--- config.mk ---
export PLATFORM = sky130hd
export DESIGN_NAME = fetch_unit
export DESIGN_NICKNAME = d
export VERILOG_FILES = /design/src/rtl/fetch_pkg.sv /design/src/rtl/fetch_fifo.sv /design/src/rtl/fetch_unit.sv
export SDC_FILE = /design/constraint.sdc
export NUM_CORES = 1
export LEC_CHECK = 0
export ABC_AREA = 1
export BUFFER_PORTS_ARGS = -buffer_cell sky130_fd_sc_hd__clkbuf_2
export CAP_MARGIN = 20
export CORE_AREA = 3 3 284 230
export CTS_CLUSTER_SIZE = 28
export DETAILED_ROUTE_END_ITERATION = 10
export DIE_AREA = 0 0 287 233
export GPL_ROUTABILITY_DRIVEN = 0
export PLACE_DENSITY = 0.47
export SETUP_SLACK_MARGIN = 0.1
export SYNTH_ARGS = -nofsm -noshare
export SYNTH_HDL_FRONTEND = slang
export SYNTH_SLANG_ARGS = --single-unit
--- constraint.sdc ---
create_clock -name clk -period 16.55 [get_ports clk]
set_input_delay 2.4825 -clock clk [delete_from_list [all_inputs] [get_ports clk]]
set_output_delay 2.4825 -clock clk [all_outputs]
set_load 0.005 [all_outputs]
--- src/rtl/fetch_pkg.sv ---
// Shared constants and helpers for the instruction-fetch front end.
package fetch_pkg;

  // Width of one RV32 instruction word.
  localparam int INSTR_W = 32;

  // Canonical RV32 NOP (addi x0, x0, 0), shown on the queue head when empty.
  localparam logic [INSTR_W-1:0] NOP_INSTR = 32'h0000_0013;

  // Sequential successor of a fetch address. Callers truncate the result to
  // their own PC width, which gives wrap-around modulo 2^XLEN.
  function automatic logic [63:0] next_pc(input logic [63:0] pc);
    return pc + 64'd4;
  endfunction

endpackage

--- src/rtl/fetch_fifo.sv ---
// Shift-register FIFO for fetched {pc, instr} entries. Slot 0 is always the
// head, so the head data and valid flag come straight from flops. Unused
// slots hold EMPTY_VAL, which makes the head read EMPTY_VAL when empty.
// A flush wins over push and pop in the same cycle.
module fetch_fifo #(
  parameter int              WIDTH     = 64,
  parameter int              DEPTH     = 4,
  parameter logic [WIDTH-1:0] EMPTY_VAL = '0
) (
  input  logic                       clk,
  input  logic                       rst,
  input  logic                       i_push,
  input  logic                       i_pop,
  input  logic                       i_flush,
  input  logic [WIDTH-1:0]           i_data,
  output logic [WIDTH-1:0]           o_data,
  output logic                       o_valid,
  output logic [$clog2(DEPTH+1)-1:0] o_occupancy
);

  localparam int CW = $clog2(DEPTH+1);

  logic [WIDTH-1:0] r_mem     [DEPTH];
  logic [WIDTH-1:0] w_mem_nxt [DEPTH];
  logic [CW-1:0]    r_count;
  logic [CW-1:0]    w_cnt_pop;
  logic [CW-1:0]    w_count_nxt;
  logic             r_valid;

  // Next-state of the storage: flush, else shift on pop, then write on push.
  always_comb begin
    w_cnt_pop   = r_count;
    w_count_nxt = r_count;
    for (int i = 0; i < DEPTH; i++) begin
      w_mem_nxt[i] = r_mem[i];
    end
    if (i_flush) begin
      for (int i = 0; i < DEPTH; i++) begin
        w_mem_nxt[i] = EMPTY_VAL;
      end
      w_cnt_pop   = '0;
      w_count_nxt = '0;
    end else begin
      if (i_pop && (r_count != '0)) begin
        for (int i = 0; i < DEPTH-1; i++) begin
          w_mem_nxt[i] = r_mem[i+1];
        end
        w_mem_nxt[DEPTH-1] = EMPTY_VAL;
        w_cnt_pop          = r_count - CW'(1);
      end else begin
        w_cnt_pop = r_count;
      end
      if (i_push && (w_cnt_pop < CW'(DEPTH))) begin
        for (int i = 0; i < DEPTH; i++) begin
          w_mem_nxt[i] = (CW'(i) == w_cnt_pop) ? i_data : w_mem_nxt[i];
        end
        w_count_nxt = w_cnt_pop + CW'(1);
      end else begin
        w_count_nxt = w_cnt_pop;
      end
    end
  end

  // Storage, occupancy and head-valid registers.
  always_ff @(posedge clk or posedge rst) begin
    if (rst) begin
      for (int i = 0; i < DEPTH; i++) begin
        r_mem[i] <= EMPTY_VAL;
      end
      r_count <= '0;
      r_valid <= 1'b0;
    end else begin
      for (int i = 0; i < DEPTH; i++) begin
        r_mem[i] <= w_mem_nxt[i];
      end
      r_count <= w_count_nxt;
      r_valid <= (w_count_nxt != '0);
    end
  end

  assign o_data      = r_mem[0];
  assign o_valid     = r_valid;
  assign o_occupancy = r_count;

endmodule

--- src/rtl/fetch_unit.sv ---
// Instruction-fetch front end: issues sequential requests to a
// variable-latency, in-order instruction memory, tracks requests in flight,
// drops responses made stale by a redirect, and queues the rest for decode.
module fetch_unit
  import fetch_pkg::*;
#(
  parameter int              XLEN     = 32,
  parameter int              DEPTH    = 4,
  parameter logic [XLEN-1:0] RESET_PC = '0
) (
  input  logic               clk,
  input  logic               rst,
  output logic               imem_req,
  output logic [XLEN-1:0]    imem_addr,
  input  logic               imem_gnt,
  input  logic               imem_rvalid,
  input  logic [INSTR_W-1:0] imem_rdata,
  input  logic               redirect_valid,
  input  logic [XLEN-1:0]    redirect_pc,
  output logic               out_valid,
  output logic [XLEN-1:0]    out_pc,
  output logic [INSTR_W-1:0] out_instr,
  input  logic               out_ready
);

  localparam int             CW          = $clog2(DEPTH+1);
  localparam int             EW          = XLEN + INSTR_W;
  localparam logic [CW:0]    DEPTH_SUM   = (CW+1)'(DEPTH);
  localparam logic [EW-1:0]  EMPTY_ENTRY = {{XLEN{1'b0}}, NOP_INSTR};

  // PC successor at this unit's width; the truncation provides the wrap.
  function automatic logic [XLEN-1:0] pc_inc(input logic [XLEN-1:0] pc);
    return XLEN'(next_pc(64'(pc)));
  endfunction

  logic [XLEN-1:0] r_fetch_pc;
  logic [XLEN-1:0] r_resp_pc;
  logic [CW-1:0]   r_outstanding;
  logic [CW-1:0]   r_discard;

  logic [XLEN-1:0] w_fetch_pc_nxt;
  logic [XLEN-1:0] w_resp_pc_nxt;
  logic [CW-1:0]   w_outstanding_nxt;
  logic [CW-1:0]   w_discard_nxt;
  logic [XLEN-1:0] w_redirect_base;
  logic [CW-1:0]   w_occupancy;
  logic [CW:0]     w_inflight;
  logic            w_room;
  logic            w_grant;
  logic            w_resp_live;
  logic            w_push;
  logic            w_pop;
  logic            w_out_valid;
  logic [EW-1:0]   w_push_data;
  logic [EW-1:0]   w_head;

  // Queue slots plus requests in flight never exceed DEPTH, so every
  // response already has a reserved queue slot when it arrives.
  assign w_inflight  = {1'b0, w_occupancy} + {1'b0, r_outstanding};
  assign w_room      = (w_inflight < DEPTH_SUM);
  assign imem_req    = !rst && !redirect_valid && w_room;
  assign w_grant     = imem_req && imem_gnt;

  // A response with nothing outstanding is a leftover from before reset.
  assign w_resp_live = imem_rvalid && (r_outstanding != '0);

  assign w_redirect_base = redirect_pc & ~XLEN'(3);
  assign w_push_data     = {r_resp_pc, imem_rdata};
  assign w_pop           = w_out_valid && out_ready;

  // Next values of PCs and in-flight counters; a redirect overrides all.
  always_comb begin
    w_fetch_pc_nxt    = r_fetch_pc;
    w_resp_pc_nxt     = r_resp_pc;
    w_outstanding_nxt = r_outstanding;
    w_discard_nxt     = r_discard;
    w_push            = 1'b0;
    if (redirect_valid) begin
      // Everything still in flight after this cycle belongs to the old path.
      w_fetch_pc_nxt    = w_redirect_base;
      w_resp_pc_nxt     = w_redirect_base;
      w_outstanding_nxt = r_outstanding - CW'(w_resp_live);
      w_discard_nxt     = r_outstanding - CW'(w_resp_live);
    end else begin
      w_outstanding_nxt = r_outstanding + CW'(w_grant) - CW'(w_resp_live);
      if (w_grant) begin
        w_fetch_pc_nxt = pc_inc(r_fetch_pc);
      end else begin
        w_fetch_pc_nxt = r_fetch_pc;
      end
      if (w_resp_live) begin
        if (r_discard != '0) begin
          w_discard_nxt = r_discard - CW'(1);
        end else begin
          w_push        = 1'b1;
          w_resp_pc_nxt = pc_inc(r_resp_pc);
        end
      end else begin
        w_discard_nxt = r_discard;
      end
    end
  end

  // PC and counter registers.
  always_ff @(posedge clk or posedge rst) begin
    if (rst) begin
      r_fetch_pc    <= RESET_PC;
      r_resp_pc     <= RESET_PC;
      r_outstanding <= '0;
      r_discard     <= '0;
    end else begin
      r_fetch_pc    <= w_fetch_pc_nxt;
      r_resp_pc     <= w_resp_pc_nxt;
      r_outstanding <= w_outstanding_nxt;
      r_discard     <= w_discard_nxt;
    end
  end

  fetch_fifo #(
    .WIDTH     (EW),
    .DEPTH     (DEPTH),
    .EMPTY_VAL (EMPTY_ENTRY)
  ) u_fifo (
    .clk         (clk),
    .rst         (rst),
    .i_push      (w_push),
    .i_pop       (w_pop),
    .i_flush     (redirect_valid),
    .i_data      (w_push_data),
    .o_data      (w_head),
    .o_valid     (w_out_valid),
    .o_occupancy (w_occupancy)
  );

  assign imem_addr = r_fetch_pc;
  assign out_valid = w_out_valid;
  assign out_pc    = w_head[EW-1:INSTR_W];
  assign out_instr = w_head[INSTR_W-1:0];

endmodule

==> Word level (Yosys, flattened, before mapping) <==
Index checks and enable logic that the tools add are counted.
{ "word_totals": {"out_inout_bits": 98, "input_bits": 70, "register_bits": 330, "elab_cells": 67} }
{ "op_classes": {"n_reduce_logical": 19, "n_mux": 23, "n_addsub": 9, "magnitude_cmp": 2, "eq_ne": 4} }
{ "op_table": {"columns": ["cell", "n"], "rows": [
  ["$mux 256", 3],
  ["$mux 64", 4],
  ["$mux 32", 5],
  ["$add 32x3->32 const B", 2],
  ["$mux 3", 8],
  ["$reduce_bool 3->1", 4],
  ["$logic_and 1x1->1", 7],
  ["$eq 2x3->1 const A", 2],
  ["$reduce_bool 2->1", 3],
  ["$sub 3x1->3", 2],
  ["$sub 3x1->3 const B", 2],
  ["$add 3x3->4", 1],
  ["$lt 4x3->1 const B", 1],
  ["$reduce_and 2->1", 2],
  ["$add 3x1->3", 1],
  ["$add 3x1->3 const B", 1],
  ["$eq 1x3->1 const A", 1],
  ["$logic_not 3->1", 1],
  ["$lt 3x3->1 const B", 1],
  ["$mux 1", 3],
  ["$logic_not 1->1", 2],
  ["$ne 2x2->1 const B", 1]
]} }

==> Longest topological paths before layout <==
{ "logic_depth": {"ltp_word": 9, "depth_mapped": 18, "depth_no_buf": 14} }

==> By module <==
A second synthesis with hierarchy kept.
{ "hier_totals": {"hier_cells": 3185, "hier_area_um2": 20260.7} }
{ "by_module_without_submodules": {"columns": ["mod", "cells_per_inst", "instances", "area_each_um2", "seq_area_each_um2"], "rows": [
  ["fetch_fifo", 2423, 1, 15418.5, 6521.3],
  ["fetch_unit", 762, 1, 4842.1, 1651.6]
]} }

==> Least setup slack after synthesis <==
Ideal clock, no wire load.
{ "synth_path": {"path_kind": "input port to output port", "from": "input port rst", "to": "output port imem_req", "setup_slack_ps": 4366, "arrival_ps": 9701, "stages": 3, "path_buffers": 0, "required_time_ps": 14067, "cell_sequence": "inv_1 nand3b_1 nor2_1"} }
{ "synth_via": {"elab_chain_len": 3} }
{ "synth_lines": {"columns": ["item", "line", "text"], "rows": [
  ["start: declaration", "fetch_unit.sv:12", "input logic rst,"],
  ["$logic_not 1->1 (no line)", null, null],
  ["$logic_and 1x1->1 (2 in series)", "fetch_unit.sv:61", "assign imem_req = !rst && !redirect_valid && w_room;"],
  ["end: declaration", "fetch_unit.sv:13", "output logic imem_req,"]
]} }
Every way passes these cells.

==> Final worst setup path <==
{ "layout_path": {"from": "input port redirect_valid", "to": "output port imem_req"} }
{ "layout_via": {"elab_chain_len": 3} }
{ "layout_lines": {"columns": ["item", "line", "text"], "rows": [
  ["start: declaration", "fetch_unit.sv:18", "input logic redirect_valid,"],
  ["$logic_not 1->1", "fetch_unit.sv:61", null],
  ["$logic_and 1x1->1 (2 in series)", "fetch_unit.sv:61", null]
]} }
Every way passes these cells.

==> run metrics <==
worst hold start r_discard[1]$_DFFE_PP0P_; Starting DRT DRC Count 1210; Initial Util 0.300; root buf cell clkbuf_16; deepest clock path buffer count 3; Synth warnings 0; H-tree depth 2; Setup crit start redirect_valid; Worst Path Arrival 3.86 ns; Pleak ~11 nW; most common cell after layout, fill and taps aside nand2_1; CTS resizes 0; Seq/Total Area, Yosys 0.435; top_reg_cell synth dfrtp_1; PortBufs about 160; layout cells sized above 1 0.101; post-route ant nets 0; Vias/cell 4.80; fin crit share 0.383; P&R area growth vs syn 11.1%; placed cells ~3500; DRC 0; Slew headroom 0.273; Design Area, Final 0.0209 mm²; Clk pwr share 0.393; status finished, final reports clean; Internal Dissipation approximately 0.0015 W; final worst setup slack around 10 ns; Row Count just over 80; DRT Wirelength roughly 58 mm; FMAX 158 MHz; Hold WC Path Type reg -> reg; final setup vio count 0; die width about 290 µm; P_sw 0.000720 W; register share of total power 0.426; dpl hpwl around 36 mm; Tmin final about 6.3 ns; non-filler cells, final around 3600; core footprint 0.0626 mm²; setup TNS 0 ns; vias in the first global route about 16000; Comb pwr share 0.181; DRT Pass-1 Iters 5; # Post-CTS Setup Buffers 0; Multi-input gate area between 0.008 and 0.009 mm²; Syn Inst Count roughly 2700; Post-synth EDFFs 0; Switching Share 0.322; top cells by area, synth dfrtp_1, nand2_1, nand3_1, nor2_1, buf_4; CTS tree done; CTS Sinks ~330; Clock transition at path regs around 0.06 ns; Post-Syn Area about 0.019 mm²; startpoint types input port; antenna violations before repair 0; Post-CTS Hold Fix Bufs 0; first-pass GRT wire length ~93 mm; FILL cells between 6000 and 7000; Yosys cell types 43; Reg2Reg Launch Point u_fifo.o_occupancy[0]$_DFF_PP0_; placed cell areas 0.0195 mm²; #FFs+latches synth ~330; Worst VDD drop ~0.000057 V; max cap viols 0; share of the synthesized area in the top cell type 0.418; Power Density 107 mW/mm²; vias around 17000; CTS buffer count 40; Worst-Margin Slew around 1.1 ns; NumNets Final roughly 2800; asr flop ratio synth 1.00; gr usage total 0.173; Ports between 150 and 200; GRT overflow 0; Clk Latency, worst-skew pair between 0.5 and 0.6 ns; Layout Skew roughly 0.019 ns; Mapped Avg Cell Area approximately 7 µm²; Die H roughly 230 µm; die area between 0.06 and 0.07 mm²; pre-CTS setup slack 10.06 ns; CP Capture Type primary output; most frequent cells in the layout nand2_1, nor2_1, nand3_1, dfrtp_1, clkbuf_2; final hold viol count 0; worst-path fanout max 62; largest net degree at the start of global routing 98; RSZ-0062 raised after global routing no; final slew viol count 0; cell taking the most area after synthesis dfrtp_1; register area 0.00817 mm²; WP data required around 14 ns; wire length per cell 16.2 µm; Setup Crit Path Kind in -> out
[metal layers]
| metal | vias up | GRT usage | part of all wire |
|---|---|---|---|
| met1 | 8187 | 0.250 | 0.50 |
| li1 | 8521 | - | - |
| met2 | 393 | 0.268 | 0.43 |
| met3 | 68 | 0.0277 | 0.053 |
| met5 | - | 0 | 0 |
| met4 | 0 | 0.0431 | 0.018 |
[power groups by stage]
stage | sequential, W | combinational (W) | clock (W)
after global routing | 0.000962 | 0.000468 | 0.000941
final | 0.000952 | 0.000405 | 0.000878
after floorplan | 0.000925 | 0.000318 | 0
after global placement | 0.000963 | 0.000403 | 0
after detailed placement | 0.000965 | 0.000409 | 0
after CTS | 0.000951 | 0.000411 | 0.000911
[worst paths after layout]
check	endpoint	slack, ns	depth (start not counted)
max reg2reg	u_fifo.r_mem[55]$_DFF_PP0_	12.08	13
max in group asynchronous	u_fifo.o_data[18]$_DFF_PP0_	11.88	6
max	imem_req	10.21	5
min	r_discard[1]$_DFFE_PP0P_	0.52	2
min reg2reg	r_discard[1]$_DFFE_PP0P_	0.52	2
min in group asynchronous	imem_addr[5]$_DFFE_PP0N_	1.94	2
[logic make-up (layout without fill, tap and decap cells)]
| kind of cell | Yosys count | count (layout) | synth area share |
|---|---|---|---|
| buffers and inverters | 381 | 393 | 0.0965 |
| adder cells (fa/ha/maj) | 18 | 18 | 0.0124 |
| AO/OA/AOI/OAI | 195 | 195 | 0.0562 |
| flip-flops | 326 | 326 | 0.435 |
| AND/OR/NAND/NOR | 1779 | 1779 | 0.390 |
| other | 1 | 3 | 0.000200 |
| XOR/XNOR | 20 | 20 | 0.00933 |
[critical path: stages]
cell and delay [ns]:
buf_4 0.56, inv_6 0.39, nand3b_1 0.19, nor2_1 0.08, clkbuf_2 0.11
[per-stage QoR]
step,total power [W],hold slack [ns],util
detailed placement,0.00137,0.509,0.312
CTS,0.00227,0.522,0.332
finish,0.00223,0.517,0.333
global placement,0.00137,0.476,0.312
global route,0.00237,0.545,0.333
floorplan,0.00124,0.459,-
[flip-flops by register name, summed over array words and instances, names as in the netlist]
name,cells
imem_addr,30
u_fifo.o_valid,1
r_discard,3
u_fifo.o_occupancy,3
r_outstanding,3
u_fifo.o_data,64
u_fifo.r_mem,192
r_resp_pc,30
[synthesized netlist by cell type, types with 12 or more instances]
library cell,n
a21oi_1,78
buf_1,13
buf_2,89
buf_4,72
clkbuf_1,71
dfrtp_1,314
dfstp_2,12
ha_1,17
inv_1,130
nand2_1,922
nand3_1,387
nand4_1,13
nor2_1,427
o21ai_0,79
xor2_1,17
[final cells by class]
type                    count  area share
multi-input cells        2014       0.423
flip-flops and latches    326       0.392
clock buffers              67      0.0582
well taps                 840      0.0504
repair buffers            183      0.0483
diodes                      1    0.000120
clock inverters             7     0.00336
inverters                 136      0.0251
(Power assumes the default switching activity.)
